$ cat config.mk
export PLATFORM = sky130hd
export DESIGN_NAME = cordic_phase_gen
export DESIGN_NICKNAME = d
export VERILOG_FILES = /design/src/rtl/cordic_phase_gen.sv
export SDC_FILE = /design/constraint.sdc
export NUM_CORES = 1
export LEC_CHECK = 0
export ABC_AREA = 0
export CAP_MARGIN = 10
export CORE_MARGIN = 5
export CORE_UTILIZATION = 35
export DETAILED_ROUTE_END_ITERATION = 12
export DONT_BUFFER_PORTS = 1
export PLACE_DENSITY = 0.45
export SLEW_MARGIN = 5
export SYNTH_ARGS = -nofsm -noshare
export SYNTH_HDL_FRONTEND = slang
export SYNTH_SLANG_ARGS = --single-unit
$ cat constraint.sdc
create_clock -name clk -period 7.2 [get_ports clk]
set_input_delay 0.72 -clock clk [delete_from_list [all_inputs] [get_ports clk]]
set_output_delay 0.72 -clock clk [all_outputs]
set_load 0.005 [all_outputs]
$ cat src/rtl/cordic_phase_gen.sv
// cordic_phase_gen: phase accumulator and sample-rate divider that feeds a
// rotation-mode CORDIC. On every divider tick it emits a one-cycle strobe,
// the current wrapped phase on z_out, and the 1/K gain seed on x_out/y_out.
//
// Strobe semantics: valid_out is a pure one-cycle qualifier with no ready
// back-pressure. The downstream CORDIC must accept x_out/y_out/z_out in any
// cycle where valid_out=1. Outside those cycles the data outputs keep their
// last values and carry no meaning.
module cordic_phase_gen #(
  parameter int CORDIC_WIDTH          = 16,
  parameter int CORDIC_INTERNAL_WIDTH = 20,
  parameter int DIV_WIDTH             = 16,
  parameter int PHASE_PI              = 205887,
  parameter int X_SEED                = 19898
) (
  input  logic                                    clk,
  input  logic                                    rst,
  input  logic                                    enable,
  input  logic                                    freq_load,
  input  logic signed [CORDIC_INTERNAL_WIDTH-1:0] freq_word,
  input  logic        [DIV_WIDTH-1:0]             rate_div,
  input  logic                                    phase_clear,
  output logic                                    valid_out,
  output logic signed [CORDIC_WIDTH-1:0]          x_out,
  output logic signed [CORDIC_WIDTH-1:0]          y_out,
  output logic signed [CORDIC_INTERNAL_WIDTH-1:0] z_out,
  output logic                                    running
);

  localparam int IW = CORDIC_INTERNAL_WIDTH;
  localparam int CW = CORDIC_WIDTH;

  // pi at accumulator width (for saturating the increment) and at sum width
  // (one guard bit, for wrapping the sum)
  localparam logic signed [IW-1:0] PI_N     = IW'(PHASE_PI);
  localparam logic signed [IW:0]   PI_W     = (IW+1)'(PHASE_PI);
  localparam logic signed [IW:0]   TWO_PI_W = (IW+1)'(2 * PHASE_PI);
  localparam logic signed [CW-1:0] X_SEED_W = CW'(X_SEED);

  typedef enum logic {
    IDLE = 1'b0,
    RUN  = 1'b1
  } state_t;

  state_t                state;
  logic [DIV_WIDTH-1:0]  cnt;
  logic signed [IW-1:0]  phase;
  logic signed [IW-1:0]  inc;
  logic signed [IW-1:0]  pend_inc;
  logic                  pend_valid;

  logic signed [IW-1:0]  fw_sat;
  logic signed [IW-1:0]  inc_next;
  logic signed [IW:0]    sum;
  logic signed [IW:0]    sum_wrap;
  logic                  tick;

  // Clamp the incoming frequency word to [-pi, pi]
  always_comb begin
    fw_sat = freq_word;
    if (freq_word > PI_N) begin
      fw_sat = PI_N;
    end else if (freq_word < -PI_N) begin
      fw_sat = -PI_N;
    end
  end

  // Tick decision, the increment used at a tick, and the wrapped next phase
  always_comb begin
    // A load in the tick cycle wins over an older pending load
    tick     = (state == RUN) && enable && !phase_clear && (cnt >= rate_div);
    inc_next = inc;
    if (freq_load) begin
      inc_next = fw_sat;
    end else if (pend_valid) begin
      inc_next = pend_inc;
    end
    sum      = {phase[IW-1], phase} + {inc_next[IW-1], inc_next};
    sum_wrap = sum;
    if (sum > PI_W) begin
      sum_wrap = sum - TWO_PI_W;
    end else if (sum <= -PI_W) begin
      sum_wrap = sum + TWO_PI_W;
    end
  end

  // FSM, divider, phase accumulator and registered outputs
  always_ff @(posedge clk) begin
    if (rst) begin
      state      <= IDLE;
      running    <= 1'b0;
      valid_out  <= 1'b0;
      x_out      <= '0;
      y_out      <= '0;
      z_out      <= '0;
      phase      <= '0;
      inc        <= '0;
      pend_inc   <= '0;
      pend_valid <= 1'b0;
      cnt        <= '0;
    end else begin
      valid_out <= 1'b0;

      // Loads always land in the pending register; a tick in the same
      // cycle consumes it immediately, so it is not left pending
      if (freq_load) begin
        pend_inc <= fw_sat;
        if (!tick) begin
          pend_valid <= 1'b1;
        end
      end

      case (state)
        IDLE: begin
          if (enable) begin
            state   <= RUN;
            running <= 1'b1;
            cnt     <= '0;
          end
        end
        RUN: begin
          if (!enable) begin
            // Leaving RUN: no tick, phase and increment are kept
            state   <= IDLE;
            running <= 1'b0;
          end else if (tick) begin
            valid_out  <= 1'b1;
            z_out      <= phase;
            x_out      <= X_SEED_W;
            y_out      <= '0;
            phase      <= sum_wrap[IW-1:0];
            inc        <= inc_next;
            pend_valid <= 1'b0;
            cnt        <= '0;
          end else begin
            cnt <= cnt + 1'b1;
          end
        end
        default: begin
          state   <= IDLE;
          running <= 1'b0;
        end
      endcase

      // Phase restart overrides the divider and any tick in this cycle
      if (phase_clear) begin
        phase <= '0;
        cnt   <= '0;
      end
    end
  end

endmodule

# [Word level (Yosys, flattened, before mapping)]
# Cells that the tools add are included.
[totals] output_inout_bits=54 ff_bits=101 elab_cells=53 in_bits=41
[op_classes] magnitude_cmp=5 n_bitwise=2 addsub=4 n_reduce_logical=9 n_eq_ne=3 muxes=20
[ops] operator="two-way mux 20 bit" n=6
[ops] operator="two-way mux 16 bit" n=3
[ops] operator="one-hot mux 16 bit (2 select lines)" n=1
[ops] operator="adder 20 x 20 -> 21 bit" n=1
[ops] operator="> comparator 21 x 19 -> 1 bit, second input constant" n=1
[ops] operator="less-or-equal comparator 21 x 19 -> 1 bit, second input constant" n=1
[ops] operator="adder 20 bit, second input constant" n=1
[ops] operator="> comparator 20 x 19 -> 1 bit, second input constant" n=1
[ops] operator="< comparator 20 x 19 -> 1 bit, second input constant" n=1
[ops] operator="subtractor 20 bit, second input constant" n=1
[ops] operator="adder 16 x 1 -> 16 bit, second input constant" n=1
[ops] operator=">= comparator 16 bit" n=1
[ops] operator="two-way mux 1 bit" n=9
[ops] operator="!= test 2 bit, second input constant" n=3
[ops] operator="AND reduction 2 bit" n=2
[ops] operator="logical AND 1 bit" n=3
[ops] operator="AND reduction 3 bit" n=1
[ops] operator="OR reduction 3 bit" n=1
[ops] operator="NOT 1 bit" n=2
[ops] operator="one-hot mux 1 bit (2 select lines)" n=1
[ops] operator="OR reduction 2 bit" n=1
[ops] operator="logical NOT 1 bit" n=1

# [Logic depth before layout (Yosys ltp)]
# Gate-level depths: netlist of the first run.
[depth] word_depth=8 depth_mapped=25

# [Worst setup path before layout of the first run]
# No wires, ideal clock.
[synth_timing] path_type="input to register" from="in freq_word[2]" to="reg phase[8]" cell_stages=25 setup_slack_ns=1.706 setup_time_ns=0.062 required_time_ns=7.138 t_arrival_ns=5.432 cell_sequence="or4_1 > nor3_1 > o21bai_1 > a31oi_1 > nor2_1 > o311ai_0 > ha_1 > clkbuf_1 > nor3_1 > a21oi_1 > ha_1 > inv_1 > fa_1 > nand2b_1 > a21oi_1 > xor2_1 > and3_1 > nand4b_1 > a311oi_1 > o31ai_1 > a31oi_1 > buf_4 > a32oi_1 > or4_1 > nand3_1"
[synth_via] elab_chain_cells=8
[synth_lines] element="start, declared" line_no="20" source="input logic signed [CORDIC_INTERNAL_WIDTH-1:0] freq_word,"
[synth_lines] element="< comparator 20 x 19 -> 1 bit" line_no="63" source="end else if (freq_word < -PI_N) begin"
[synth_lines] element="two-way mux 20 bit" line_no="63"
[synth_lines] element="two-way mux 20 bit (*)" line_no="61" source="if (freq_word > PI_N) begin"
[synth_lines] element="two-way mux 20 bit (*)" line_no="73" source="if (freq_load) begin"
[synth_lines] element="named net inc_next[0]" line_no="53" source="logic signed [IW-1:0] inc_next;"
[synth_lines] element="adder 20 x 20 -> 21 bit (*)" line_no="78" source="sum = {phase[IW-1], phase} + {inc_next[IW-1], inc_next};"
[synth_lines] element="adder 20 bit or less-or-equal comparator 21 x 19 -> 1 bit (tied branches)" line_no="83, 82"
[synth_lines] element="two-way mux 20 bit" line_no="82" source="end else if (sum <= -PI_W) begin"
[synth_lines] element="two-way mux 20 bit (*)" line_no="80" source="if (sum > PI_W) begin"
[synth_lines] element="end signal, assigned" line_no="131" source="phase <= sum_wrap[IW-1:0];"
[synth_lines] element="end, declared" line_no="47" source="logic signed [IW-1:0] phase;"
# The timed path passes the listed nets; every way through them passes the cells marked *.
# A chain may end at the register's enable or synchronous reset.

# [Worst setup path after layout of the first run]
[layout_timing] from="in freq_word[2]" to="reg phase[16]"
# The elaborated chain is that of the path after synthesis.

==> results.py, run 1 <==
metrics = {
    "global_route": {
        "antenna_found_initial": 0,
        "grt_pass1_wl_mm": 32.5,
        "grt_max_degree": 67,
        "track_usage_pct": 18.5,
        "grt_overflow": 0,
        "via_count_of_the_first_global_routing_pass": 5807,
    },
    "layout": {
        "synthToLayoutAreaGrowth_pct": 5.02,
        "insertedDiodeCount": 0,
        "design_area_sq_um": 7070,
        "layout.nets": 930,
        "drive_gt1_share_pct": 5.30,
    },
    "clock_tree": {
        "cts-root-to-sink-buffers": 2,
        "cts_buffers": 9,
        "count_of_instances_resized_after_the_clock_tree_is_built": 0,
        "htree_depth": 3,
        "tritoncts": "done",
        "postCtsSetupRepairBufs": 0,
        "cts-hold-fix-buffers": 0,
        "clock_insertion_delay_worst_skew_ns": 0.35,
        "path_clk_slew_ns": 0.08,
        "cts_sinks": 101,
        "cell_at_the_root_of_the_clock_tree": "sky130_fd_sc_hd__clkbuf_16",
    },
    "worst_setup_path": {
        "element_type_at_the_critical_path_start": "input port",
        "worstSetupStartpoint": "freq_word[2]",
        "reg2reg_slack_ns": 2.45,
        "worstSetupEndpointType": "register",
        "crit_required_ns": 7.49,
        "critPathCapture": "phase[16]",
        "worstPathArrival_ns": 6.63,
        "slowest_stage": "sky130_fd_sc_hd__nor4_1",
        "max_stage_delay_ns": 0.57,
        "path_cells": "or4_1 -> nor3_1 -> o21bai_1 -> a31oi_1 -> nor2_1 -> o311ai_0 -> ha_1 -> clkinv_1 -> a21oi_1 -> a21oi_1 -> ha_1 -> o211ai_1 -> o21ai_2 -> xor2_1 -> nor4_1 -> nand4_1 -> o211ai_2 -> a21oi_2 -> a21oi_2 -> buf_4 -> or3b_1 -> and3_1 -> o21ai_1",
        "timing.rr.start": "pend_valid",
        "worst-path-max-fanout": 17,
        "r2r-end": "phase[16]",
        "reg2regPathDepth": 18,
        "critical_path_class": "in -> reg",
    },
    "yosys": {
        "synth_edf_count": 0,
        "number_of_synthesis_warnings": 0,
        "post-synth-top-area-fraction_pct": 30.0,
        "synth_most_common_cell": "sky130_fd_sc_hd__nand2_1",
        "synth_async_sr_flop_share_pct": 0,
        "synth_seq_cells": 101,
        "yosysSeqAreaShare_pct": 30.0,
        "synthCells": 879,
        "post_synth_instance_area_sq_um": 6740,
        "synth_top_cells_by_area": "sky130_fd_sc_hd__dfxtp_1, sky130_fd_sc_hd__ha_1, sky130_fd_sc_hd__nand2_1",
        "synth_cell_type_count": 74,
        "synth_area_leader_cell": "sky130_fd_sc_hd__dfxtp_1",
        "synthFlopType": "sky130_fd_sc_hd__dfxtp_1",
        "top_cell_types_by_occurrence_after_synthesis": "sky130_fd_sc_hd__nand2_1, sky130_fd_sc_hd__dfxtp_1, sky130_fd_sc_hd__nor2_1",
        "post_synth.cell_area_avg_sq_um": 7.66,
    },
    "floorplanning": {
        "start_util_pct": 35.8,
        "floorplan.die.height_microns": 149,
        "fp.dieArea_sq_um": 22100,
        "num_io_pins": 95,
        "placementRows": 50,
        "die_width_microns": 149,
        "fp.coreArea_sq_um": 18800,
    },
    "power": {
        "leakagePower_nw": 2.70,
        "ir_worst_vdd_uv": 110,
        "total_power_w": 0.00128,
        "power-per-cell-area_nw_per_um2": 181,
    },
    "job": {
        "number_of_maximum_capacitance_constraint_violations": 0,
    },
    "sta": {
        "timing_max_transition_violations_final": 0,
        "fin_crit_sh_pct": 88.0,
        "finalWorstSetupSlack_ns": 0.863,
        "timing_worst_slew_pin_value_ns": 1.13,
        "grt_setup_unrepaired": "no",
        "hold_viol_final": 0,
        "finalSetupTns_ns": 0,
        "total_of_endpoints_with_negative_setup_slack_in_the_final_report": 0,
        "timing.slew.headroom_pct": 24.7,
        "whs_ns": 0.426,
        "final.setup_skew_ns": 0.0114,
        "finalWorstPathRequiredPeriod_ns": 6.34,
        "max_freq_ghz": 0.158,
    },
    "place": {
        "placed_cell_area_sq_um": 6780,
        "gp_congestion": 0.868,
        "place_hpwl_mm": 15.6,
        "io_buffers": 0,
        "preCtsSetupSlack_ns": 0.585,
    },
    "drt": {
        "vias_per_cell": 5.46,
        "count_of_nets_left_with_antenna_violations_after_detail_routing": 0,
        "postRouteWirelength_mm": 20.8,
        "remaining_design_rule_violation_count": 0,
        "vias": 6056,
        "drt_pass1_iterations": 4,
        "drt_first_iter_violations": 381,
        "wire_per_inst_microns": 18.7,
    },
    "worst_hold_path": {
        "holdCritPathClass": "in -> reg",
    },
    "status": {
        "status": "complete, no violations",
    },
}
## metrics by stage
step	cells	util [%]
floorplan	901	-
global placement	1093	36.0
detailed placement	1093	36.0
CTS	1109	37.6
global route	1109	37.6
finish	1109	37.6
## final cells by class
class                      instances  area (sq um)
clock inverter                     7          72.6
timing repair buffer               6          45.0
fill                            1969         11800
inverter                          33           124
sequential                       101          2020
tap                              260           325
clock buffer                       9           225
multi-input combinational        693          4260
## worst min path at each step
stage / slack (ns) / cells after the start / end / startpoint
finish: 0.43 / 1 / z_out[4] / rst
global route: 0.41 / 1 / z_out[4] / rst
CTS: 0.41 / 1 / z_out[2] / rst
detailed placement: 0.44 / 2 / inc[5] / inc[5]
global placement: 0.44 / 2 / inc[4] / inc[4]
floorplan: 0.44 / 2 / inc[0] / inc[0]
## worst max-delay path: cells and delay by family
kind / cells / cell delay [ns]
XOR/XNOR: 1 / 0.25
AND/OR/NAND/NOR: 7 / 2.09
AO/OA/AOI/OAI: 11 / 2.15
adder cells (fa/ha/maj): 2 / 0.80
buffers and inverters: 2 / 0.58
## metal layers
metal	up-vias	global-route usage [%]	wire (microns)
met5	-	0	0
met4	0	6.10	518
met3	27	3.35	1010
met2	144	30.2	9400
met1	2887	24.8	9850
li1	2998	-	-
## cell families after synthesis
logic type      synth area share [%]
fa+ha+maj                       8.47
mux                             3.27
other cells                   0.0557
simple gates                    22.7
compound gates                  22.1
buf+inv                         8.10
xor+xnor                        5.33
flops                           30.0
## registers in the layout, indices dropped and copies added (netlist names)
| signal | flops |
|---|---|
| cnt | 16 |
| inc | 20 |
| pend_inc | 20 |
| pend_valid | 1 |
| phase | 20 |
| running | 1 |
| state | 1 |
| valid_out | 1 |
| x_out | 1 |
| z_out | 20 |
## power by group
group | total [W] | switching (W) | internal (W)
combinational | 0.000205 | 0.000135 | 0.0000704
clock | 0.000502 | 0.000230 | 0.000271
sequential | 0.000573 | 0.00000559 | 0.000568
total | 0.00128 | 0.000371 | 0.000909
## layout by cell type (no fill, tap or decap), types with 4 or more instances in the layout
| cell type | n |
|---|---|
| sky130_fd_sc_hd__a211o_1 | 4 |
| sky130_fd_sc_hd__a211oi_1 | 10 |
| sky130_fd_sc_hd__a21o_1 | 5 |
| sky130_fd_sc_hd__a21oi_1 | 80 |
| sky130_fd_sc_hd__a21oi_2 | 6 |
| sky130_fd_sc_hd__a22o_1 | 5 |
| sky130_fd_sc_hd__a22oi_1 | 9 |
| sky130_fd_sc_hd__a31oi_1 | 9 |
| sky130_fd_sc_hd__a32oi_1 | 5 |
| sky130_fd_sc_hd__and2_1 | 5 |
| sky130_fd_sc_hd__and3_1 | 10 |
| sky130_fd_sc_hd__buf_4 | 6 |
| sky130_fd_sc_hd__clkbuf_16 | 9 |
| sky130_fd_sc_hd__conb_1 | 23 |
| sky130_fd_sc_hd__dfxtp_1 | 101 |
| sky130_fd_sc_hd__ha_1 | 44 |
| sky130_fd_sc_hd__inv_1 | 32 |
| sky130_fd_sc_hd__mux2i_1 | 22 |
| sky130_fd_sc_hd__nand2_1 | 113 |
| sky130_fd_sc_hd__nand2b_1 | 7 |
| sky130_fd_sc_hd__nand3_1 | 20 |
| sky130_fd_sc_hd__nand4_1 | 17 |
| sky130_fd_sc_hd__nor2_1 | 94 |
| sky130_fd_sc_hd__nor2b_1 | 4 |
| sky130_fd_sc_hd__nor3_1 | 37 |
| sky130_fd_sc_hd__o211ai_1 | 5 |
| sky130_fd_sc_hd__o21a_1 | 7 |
| sky130_fd_sc_hd__o21ai_0 | 37 |
| sky130_fd_sc_hd__o21ai_1 | 8 |
| sky130_fd_sc_hd__or2_2 | 4 |
| sky130_fd_sc_hd__xnor2_1 | 21 |
| sky130_fd_sc_hd__xor2_1 | 20 |
Power figures use the tool's default switching activity.
==> run 2: changes to the inputs <==
Settings changed: PLACE_DENSITY 0.45 to 0.48, SKIP_LAST_GASP set to 1.
==> results.py, run 2 (synthesis gave the netlist of run 1 again) <==
metrics = {
    "status": {
        "status": "complete, no violations",
    },
    "clock_tree": {
        "cts-hold-fix-buffers": 0,
        "cts-root-to-sink-buffers": 2,
        "postCtsSetupRepairBufs": 0,
        "cts_sinks": 101,
        "count_of_instances_resized_after_the_clock_tree_is_built": 0,
        "clock_insertion_delay_worst_skew_ns": 0.36,
        "tritoncts": "done",
        "path_clk_slew_ns": 0.07,
        "cell_at_the_root_of_the_clock_tree": "sky130_fd_sc_hd__clkbuf_16",
        "htree_depth": 3,
        "cts_buffers": 9,
    },
    "worst_hold_path": {
        "holdCritPathClass": "in -> reg",
    },
    "layout": {
        "layout_commonest_cell": "sky130_fd_sc_hd__nand2_1",
        "drive_gt1_share_pct": 5.41,
        "multi_input_comb_area_sq_um": 4260,
        "final_cell_mix": "sky130_fd_sc_hd__nand2_1, sky130_fd_sc_hd__dfxtp_1, sky130_fd_sc_hd__nor2_1, sky130_fd_sc_hd__a21oi_1, sky130_fd_sc_hd__ha_1",
        "layout.nets": 932,
        "design_area_sq_um": 7130,
        "synthToLayoutAreaGrowth_pct": 5.81,
        "sequential_cell_area_sq_um": 2020,
        "nFillCells": 1963,
    },
    "sta": {
        "grt_setup_unrepaired": "no",
        "timing.slew.headroom_pct": 34.3,
        "timing_max_transition_violations_final": 0,
        "finalWorstPathRequiredPeriod_ns": 6.37,
        "fin_crit_sh_pct": 88.5,
        "timing_worst_slew_pin_value_ns": 0.985,
        "total_of_endpoints_with_negative_setup_slack_in_the_final_report": 0,
        "max_freq_ghz": 0.157,
        "hold_viol_final": 0,
        "finalSetupTns_ns": 0,
        "final.setup_skew_ns": 0.00987,
    },
    "drt": {
        "count_of_nets_left_with_antenna_violations_after_detail_routing": 0,
        "postRouteWirelength_mm": 19.5,
        "drt_pass1_iterations": 5,
        "drt_first_iter_violations": 359,
        "remaining_design_rule_violation_count": 0,
        "wire_per_inst_microns": 17.5,
        "vias_per_cell": 5.31,
        "vias": 5903,
    },
    "place": {
        "io_buffers": 0,
        "place_hpwl_mm": 14.8,
        "gp_congestion": 0.939,
        "placed_cell_area_sq_um": 6790,
    },
    "floorplanning": {
        "fp.dieArea_sq_um": 22100,
        "die_width_microns": 149,
        "placementRows": 50,
        "num_io_pins": 95,
        "start_util_pct": 35.8,
        "floorplan.die.height_microns": 149,
        "fp.coreArea_sq_um": 18800,
    },
    "power": {
        "power-per-cell-area_nw_per_um2": 185,
        "leakagePower_nw": 2.73,
        "ir_worst_vdd_uv": 134,
    },
    "global_route": {
        "track_usage_pct": 17.4,
        "grt_pass1_wl_mm": 30.7,
        "via_count_of_the_first_global_routing_pass": 5500,
        "grt_overflow": 0,
        "grt_max_degree": 67,
        "antenna_found_initial": 1,
    },
    "job": {
        "number_of_maximum_capacitance_constraint_violations": 0,
    },
    "worst_setup_path": {
        "worst-path-max-fanout": 16,
        "worstPathArrival_ns": 6.64,
        "element_type_at_the_critical_path_start": "input port",
        "worstSetupEndpointType": "register",
        "critical_path_class": "in -> reg",
        "crit_required_ns": 7.47,
    },
}
run 2: final cells by class:
cell class | instances | share of cell area (%)
Inverter | 33 | 1.74
Multi-Input combinational cell | 693 | 59.8
Antenna cell | 1 | 0.0351
Timing Repair Buffer | 8 | 0.843
Tap cell | 260 | 4.56
Clock buffer | 12 | 3.60
Clock inverter | 4 | 1.09
Sequential cell | 101 | 28.4
run 2: path summary, 6_finish.rpt:
path	from	endpoint	slack [ns]	depth (start not counted)
setup / recovery	freq_word[2]	phase[14]	0.83	23
hold / removal	rst	z_out[16]	0.43	1
setup reg to reg	pend_valid	phase[14]	2.17	16
hold reg to reg	inc[0]	inc[0]	0.45	2
run 2: layer usage:
layer	track usage, %	up-vias	wire length, microns
met5	0	-	0
met4	4.25	0	255
met3	4.08	15	1150
met2	27.4	143	8740
met1	24.1	2742	9320
li1	-	3003	-
run 2: power breakdown:
group / internal (W) / total, W / switching [W] / leakage [nW]
logic: 0.0000710 / 0.000201 / 0.000130 / 1.75
clock network: 0.000326 / 0.000546 / 0.000220 / 0.163
registers: 0.000568 / 0.000575 / 0.00000695 / 0.819
total: 0.000965 / 0.00132 / 0.000357 / 2.73
run 2: through the flow:
step	power [W]	instances	worst slack (ns)	util (%)	hold WS [ns]
after floorplan	0.000757	901	1.71	-	0.436
after global placement	0.000789	1095	0.627	36.1	0.441
after detailed placement	0.000787	1095	0.590	36.1	0.442
after CTS	0.00134	1111	0.944	37.8	0.419
after global routing	0.00138	1112	0.190	37.8	0.406
final	0.00132	1112	0.829	37.8	0.427
run 2: worst max-delay path: stages:
cell and delay, ns:
sky130_fd_sc_hd__or4_1 0.50, sky130_fd_sc_hd__nor3_1 0.24, sky130_fd_sc_hd__o21bai_1 0.12, sky130_fd_sc_hd__a31oi_1 0.17
sky130_fd_sc_hd__nor2_1 0.05, sky130_fd_sc_hd__o311ai_0 0.29, sky130_fd_sc_hd__ha_1 0.38, sky130_fd_sc_hd__clkinv_1 0.29
sky130_fd_sc_hd__a21oi_1 0.26, sky130_fd_sc_hd__a21oi_1 0.13, sky130_fd_sc_hd__ha_1 0.50, sky130_fd_sc_hd__o211a_1 0.19
sky130_fd_sc_hd__a21bo_2 0.25, sky130_fd_sc_hd__a21oi_1 0.29, sky130_fd_sc_hd__nor2_1 0.13, sky130_fd_sc_hd__xor2_1 0.45
sky130_fd_sc_hd__and4_1 0.28, sky130_fd_sc_hd__a21oi_2 0.06, sky130_fd_sc_hd__a21oi_2 0.56, sky130_fd_sc_hd__buf_4 0.26
sky130_fd_sc_hd__or2_1 0.17, sky130_fd_sc_hd__o22ai_1 0.10, sky130_fd_sc_hd__a211oi_1 0.25
